File: src/rtl/keypad_matrix_scanner.sv
// Keypad matrix scanner: 8x8 column-strobed scan, per-key debounce, 4-deep event FIFO.
module keypad_matrix_scanner #(
    parameter int unsigned SCAN_DIV = 16,
    parameter int unsigned DEBOUNCE = 4
) (
    input  logic            clk,
    input  logic            reset,
    output logic [7:0]      col_drive,
    input  logic [7:0]      row_sense,
    output logic [7:0][7:0] key_state,
    output logic            evt_valid,
    input  logic            evt_ready,
    output logic [5:0]      evt_code,
    output logic            evt_press
);

    localparam int unsigned CW         = $clog2(SCAN_DIV);
    localparam int unsigned NKEYS      = 64;
    localparam int unsigned FIFO_DEPTH = 4;
    localparam int unsigned EW         = 7;

    // scan timing and sampling state
    logic [CW-1:0]     pre_q;
    logic [2:0]        col_q;
    logic [2:0]        col_nxt;
    logic [7:0]        col_drive_q;
    logic [7:0]        sync1_q;
    logic [7:0]        sync2_q;
    logic [7:0]        sample_q;
    logic [2:0]        sample_col_q;
    logic              sample_valid_q;
    logic              pre_wrap;

    // debounce and event state
    logic [7:0][7:0]   key_state_q;
    logic [2:0]        dcnt_q [NKEYS];
    logic [EW-1:0]     fifo_q [FIFO_DEPTH];
    logic [2:0]        count_q;
    logic              valid_q;

    // evaluation and FIFO next-state signals
    logic              eval_en;
    logic [2:0]        eval_row;
    logic [5:0]        eval_key;
    logic              raw_bit;
    logic              stable_bit;
    logic [2:0]        cur_cnt;
    logic [2:0]        dcnt_nxt;
    logic              flip_req;
    logic              pop;
    logic              push_ok;
    logic              push;
    logic [1:0]        wr_idx;
    logic [EW-1:0]     fifo_nxt [FIFO_DEPTH];
    logic [2:0]        count_nxt;

    assign pre_wrap = (pre_q == CW'(SCAN_DIV - 1));
    assign col_nxt  = col_q + 3'd1;

    // prescaler, column strobe, row synchronizer and end-of-dwell sample
    always_ff @(posedge clk) begin
        if (reset) begin
            pre_q          <= '0;
            col_q          <= '0;
            col_drive_q    <= 8'hFE;
            sync1_q        <= 8'hFF;
            sync2_q        <= 8'hFF;
            sample_q       <= '0;
            sample_col_q   <= '0;
            sample_valid_q <= 1'b0;
        end else begin
            sync1_q <= row_sense;
            sync2_q <= sync1_q;
            if (pre_wrap) begin
                pre_q          <= '0;
                col_q          <= col_nxt;
                col_drive_q    <= ~(8'(1) << col_nxt);
                sample_q       <= ~sync2_q;
                sample_col_q   <= col_q;
                sample_valid_q <= 1'b1;
            end else begin
                pre_q <= pre_q + CW'(1);
            end
        end
    end

    // one-row-per-clock debounce evaluation and FIFO next state
    always_comb begin
        eval_en    = sample_valid_q && (pre_q < CW'(8));
        eval_row   = pre_q[2:0];
        eval_key   = {sample_col_q, eval_row};
        raw_bit    = sample_q[eval_row];
        stable_bit = key_state_q[sample_col_q][eval_row];
        cur_cnt    = dcnt_q[eval_key];
        pop        = valid_q && evt_ready;
        push_ok    = (count_q < 3'(FIFO_DEPTH)) || pop;
        flip_req   = eval_en && (raw_bit != stable_bit) && (cur_cnt == 3'(DEBOUNCE - 1));
        push       = flip_req && push_ok;

        dcnt_nxt = cur_cnt;
        if (raw_bit == stable_bit) begin
            dcnt_nxt = '0;
        end else if (flip_req) begin
            // a blocked flip parks just below the threshold and retries next scan
            dcnt_nxt = push ? 3'd0 : 3'(DEBOUNCE - 1);
        end else begin
            dcnt_nxt = cur_cnt + 3'd1;
        end

        for (int i = 0; i < FIFO_DEPTH; i++) begin
            fifo_nxt[i] = fifo_q[i];
        end
        if (pop) begin
            for (int i = 0; i < FIFO_DEPTH - 1; i++) begin
                fifo_nxt[i] = fifo_q[i+1];
            end
            fifo_nxt[FIFO_DEPTH-1] = '0;
        end
        wr_idx = 2'(pop ? (count_q - 3'd1) : count_q);
        if (push) begin
            fifo_nxt[wr_idx] = {eval_key, ~stable_bit};
        end
        count_nxt = count_q + 3'(push) - 3'(pop);
    end

    // debounce counters, stable key map and shift-register event FIFO
    always_ff @(posedge clk) begin
        if (reset) begin
            key_state_q <= '0;
            for (int i = 0; i < NKEYS; i++) begin
                dcnt_q[i] <= '0;
            end
            for (int i = 0; i < FIFO_DEPTH; i++) begin
                fifo_q[i] <= '0;
            end
            count_q <= '0;
            valid_q <= 1'b0;
        end else begin
            if (eval_en) begin
                dcnt_q[eval_key] <= dcnt_nxt;
            end
            if (push) begin
                key_state_q[sample_col_q][eval_row] <= ~stable_bit;
            end
            for (int i = 0; i < FIFO_DEPTH; i++) begin
                fifo_q[i] <= fifo_nxt[i];
            end
            count_q <= count_nxt;
            valid_q <= (count_nxt != 3'd0);
        end
    end

    assign col_drive = col_drive_q;
    assign key_state = key_state_q;
    assign evt_valid = valid_q;
    assign evt_code  = fifo_q[0][EW-1:1];
    assign evt_press = fifo_q[0][0];

endmodule

File: config.mk
export PLATFORM = sky130hd
export DESIGN_NAME = keypad_matrix_scanner
export DESIGN_NICKNAME = d
export VERILOG_FILES = /design/src/rtl/keypad_matrix_scanner.sv
export SDC_FILE = /design/constraint.sdc
export NUM_CORES = 1
export LEC_CHECK = 0
export BUFFER_PORTS_ARGS = -buffer_cell sky130_fd_sc_hd__buf_2
export CORE_MARGIN = 2
export CORE_UTILIZATION = 45
export CTS_CLUSTER_DIAMETER = 60
export CTS_CLUSTER_SIZE = 20
export DETAILED_ROUTE_END_ITERATION = 10
export HOLD_SLACK_MARGIN = 0.08
export PLACE_DENSITY = 0.68
export SKIP_CTS_REPAIR_TIMING = 1
export SLEW_MARGIN = 10
export SYNTH_ARGS = -nofsm -noshare
export SYNTH_HDL_FRONTEND = slang
export SYNTH_SLANG_ARGS = --single-unit
File: constraint.sdc
create_clock -name clk -period 5.9 [get_ports clk]
set_input_delay 1.77 -clock clk [delete_from_list [all_inputs] [get_ports clk]]
set_output_delay 1.77 -clock clk [all_outputs]
set_load 0.01 [all_outputs]
==> results.txt <==
GPL Wtd Cong = 0.9472
Worst Path Max Fanout = 76
Post-route setup TNS = 0 ns
Slew headroom = 0.1015
Place WS = 1.203 ns
Die area = 37430 µm²
FF-to-FF setup slack = 1.0 ns
TritonCTS Buffers = 30
CP cell instances = nand2_1 > a21oi_1 > nor3_1 > nand4_1 > ha_1 > and4_1 > and4_2 > buf_4 > nand3_1 > a222oi_1
Most common cell after layout, fill and taps aside = nor2_1
Post-Synth Simple-Gate Area = 0.2217
Main combinational cell family by area after synthesis = simple AND/OR/NAND/NOR gates
Die Span X = 193.5 µm
Register area share after synthesis = 0.5292
Synth Area in Compound Gates = 0.1418
Max cap viols = 0
Io pins = 91
Clk sinks = 331
Post-Route Hold Slack = 0.3926 ns
CP max-delay cell = dfxtp_2
Hold Crit Class = reg2reg
Post-synthesis mux area share = 0.04268
Wire per inst = 22.83 µm
Fraction of layout cells with a size suffix above 1 = 0.1538
Syn_nets = 1666
GRT Total Usage = 0.2499
Routed via count = 13530
RSZ-0062 raised after global routing = no
Slew @ Worst Pin = 1.343 ns
Core area = 35480 µm²
Post-DP HPWL = 30510 µm
Via density = 6.405
Synth Area in Adders = 0.008210
Pins Over Slew Limit = 0
Post-synth ARST share = 0
# diodes = 0
Primary FF master, synth = edfxtp_1
CTS tree = yes
Crit path DAT = 5.36 ns
Clk buf depth = 3
Clk_skew = 0.01536 ns
Initial antenna violation count = 0
Iter 0 DRT Violations = 1808
Crit Path Class = reg2reg
Worst R2R Path Depth = 10
Die height = 193.5 µm
Critical Path Source Type = flop
Seq cells post-synth = 331
Final core utilization = 0.5004
Clock Latency Late Sink = 0.57 ns
Grt ovf = 0
Synth Area in XOR/XNOR = 0.004337
Status = finished, final reports clean
Area growth, synth to finish = 9.914%
Avg Inst Size Synth = 9.820 µm²
IO buf count = 90
Power per cell area = 295.9 nW/µm²
Worst stage delay on the critical path = 1.01 ns
Initial Util = 0.4553
Drc violations = 0
Final hold viol count = 0
Final worst slack = 0.9986 ns
FF-to-FF Start = sample_col_q[1]
Setup-failing EPs final = 0
Synthesis Warnings = 0
FF-to-FF End = fifo_q[0][12]
Crit end category = flop
Tmin final = 4.901 ns
Most frequent cells in the layout = nor2_1 (295), edfxtp_1 (192), nand2_1 (158), dfxtp_1 (134), buf_2 (89)
Root Driver = clkbuf_16
CTS clk-pin slew, worst paths = 0.08 ns
Worst Path Required = 6.36 ns
Placed cell areas = 16690 µm²
Worst hold start = sync2_q[6]
Syn Inst Count = 1645
EDFF count, synth = 192
Cell Area, Synth = 16150 µm²
Maximum VDD drop = 0.2944 mV
TritonRoute pass-1 iters = 9
Fmax = 204.0 MHz
Vias in the first global route = 12580
Final Cycle Share = 0.8308
Area of all placed cells without fillers = 17760 µm²
Hold Crit Depth = 1
Row count = 69
Final wirelength = 48220 µm
Final Net Count = 1648
Antenna viol nets, final = 0
Unique masters post-synth = 78
H-Tree Depth = 1
Static Leak = 5.896 nW
Hold Crit Endpoint = sample_q[6]
Largest net degree at the start of global routing = 79
Global-route wire length before repair = 74560 µm
[where the power goes]
part | switching, mW | total, mW | internal (mW)
Sequential | 0.0667 | 2.56 | 2.50
Clock | 1.01 | 2.09 | 1.07
Combinational | 0.455 | 0.606 | 0.151
Total | 1.54 | 5.25 | 3.72
[worst max-delay path by stage]
stage | start | end | slack, ns
2_1_floorplan | pre_q[2] | evt_valid | 1.16
3_5_place_dp | sample_col_q[1] | fifo_q[0][9] | 1.20
3_3_place_gp | sample_col_q[1] | fifo_q[0][7] | 1.34
4_1_cts | sample_col_q[1] | fifo_q[0][11] | 1.18
5_1_grt | sample_col_q[1] | fifo_q[0][7] | 0.78
6_report | sample_col_q[1] | fifo_q[0][12] | 1.0
[cells in the mapped netlist, types with 7 or more instances]
cell type	number	area (µm²)
dfxtp_1	139	2783
inv_1	11	41.29
nor4_1	15	93.84
nand3_1	13	65.06
o41ai_1	63	551.8
nand4_1	70	437.9
mux2i_1	25	250.2
o21ai_0	13	65.06
or2_2	25	156.4
a222oi_1	13	130.1
buf_1	7	26.28
nand2b_1	75	469.2
clkbuf_1	102	382.9
nand3b_1	19	142.6
a31oi_1	14	87.58
nor2b_1	9	56.30
a22oi_1	36	270.3
mux4_2	12	270.3
and3_1	8	50.05
ha_1	9	112.6
a311oi_1	7	61.31
mux2_2	12	135.1
a221oi_1	19	166.4
and2_1	7	43.79
buf_4	12	90.09
a22o_1	11	96.34
nor3_1	14	70.07
nand2_1	159	596.8
edfxtp_1	192	5766
buf_2	44	220.2
a21oi_1	88	440.4
nor2_1	295	1107
xnor2_1	7	61.31
a211oi_1	9	67.56
a21o_1	9	67.56
[area by class of cell]
cell class / count / area (µm²)
repair buffers: 121 / 689.4
multi-input cells: 1129 / 6814
fillers: 3145 / 17730
flip-flops and latches: 331 / 8554
clock inverters: 24 / 289.0
well taps: 461 / 576.8
inverters: 14 / 52.55
clock buffers: 32 / 779.5
[through the flow]
stage	cells	power, mW
after CTS	2112	5.251
after global routing	2112	5.403
after floorplan	1645	3.014
after detailed placement	2056	3.202
final	2112	5.254
after global placement	2056	3.199
[layer usage]
metal	up-vias	track usage	share of wire
met4	0	0.08821	0.036
met5	-	0	0
met1	6522	0.3517	0.40
li1	5993	-	-
met3	132	0.04097	0.10
met2	880	0.3913	0.46
[registers in the layout, summed over array words and instances, names as in the netlist]
signal / count
key_state: 64
col_q: 3
col_drive: 8
sync1_q: 8
sample_valid_q: 1
pre_q: 4
count_q: 3
sample_q: 8
sample_col_q: 3
dcnt_q: 192
sync2_q: 8
evt_valid: 1
fifo_q: 28
[critical path: cells and delay by family, from the launching register on]
family                     cells  cell delay, ns
and+or+nand+nor                6            2.03
DFF                            1            1.01
AOI/OAI and AO/OA              2            0.82
buffers and inverters          1            0.68
adders and majority gates      1            0.21
[logic make-up (layout without fill, tap and decap cells)]
| logic type | Yosys count | count (layout) |
|---|---|---|
| compound gates | 318 | 318 |
| xor+xnor | 8 | 8 |
| fa+ha+maj | 10 | 10 |
| buf+inv | 185 | 191 |
| flops | 331 | 331 |
| mux | 52 | 52 |
| simple gates | 741 | 741 |
No activity file was read; power rests on OpenSTA's default activity.
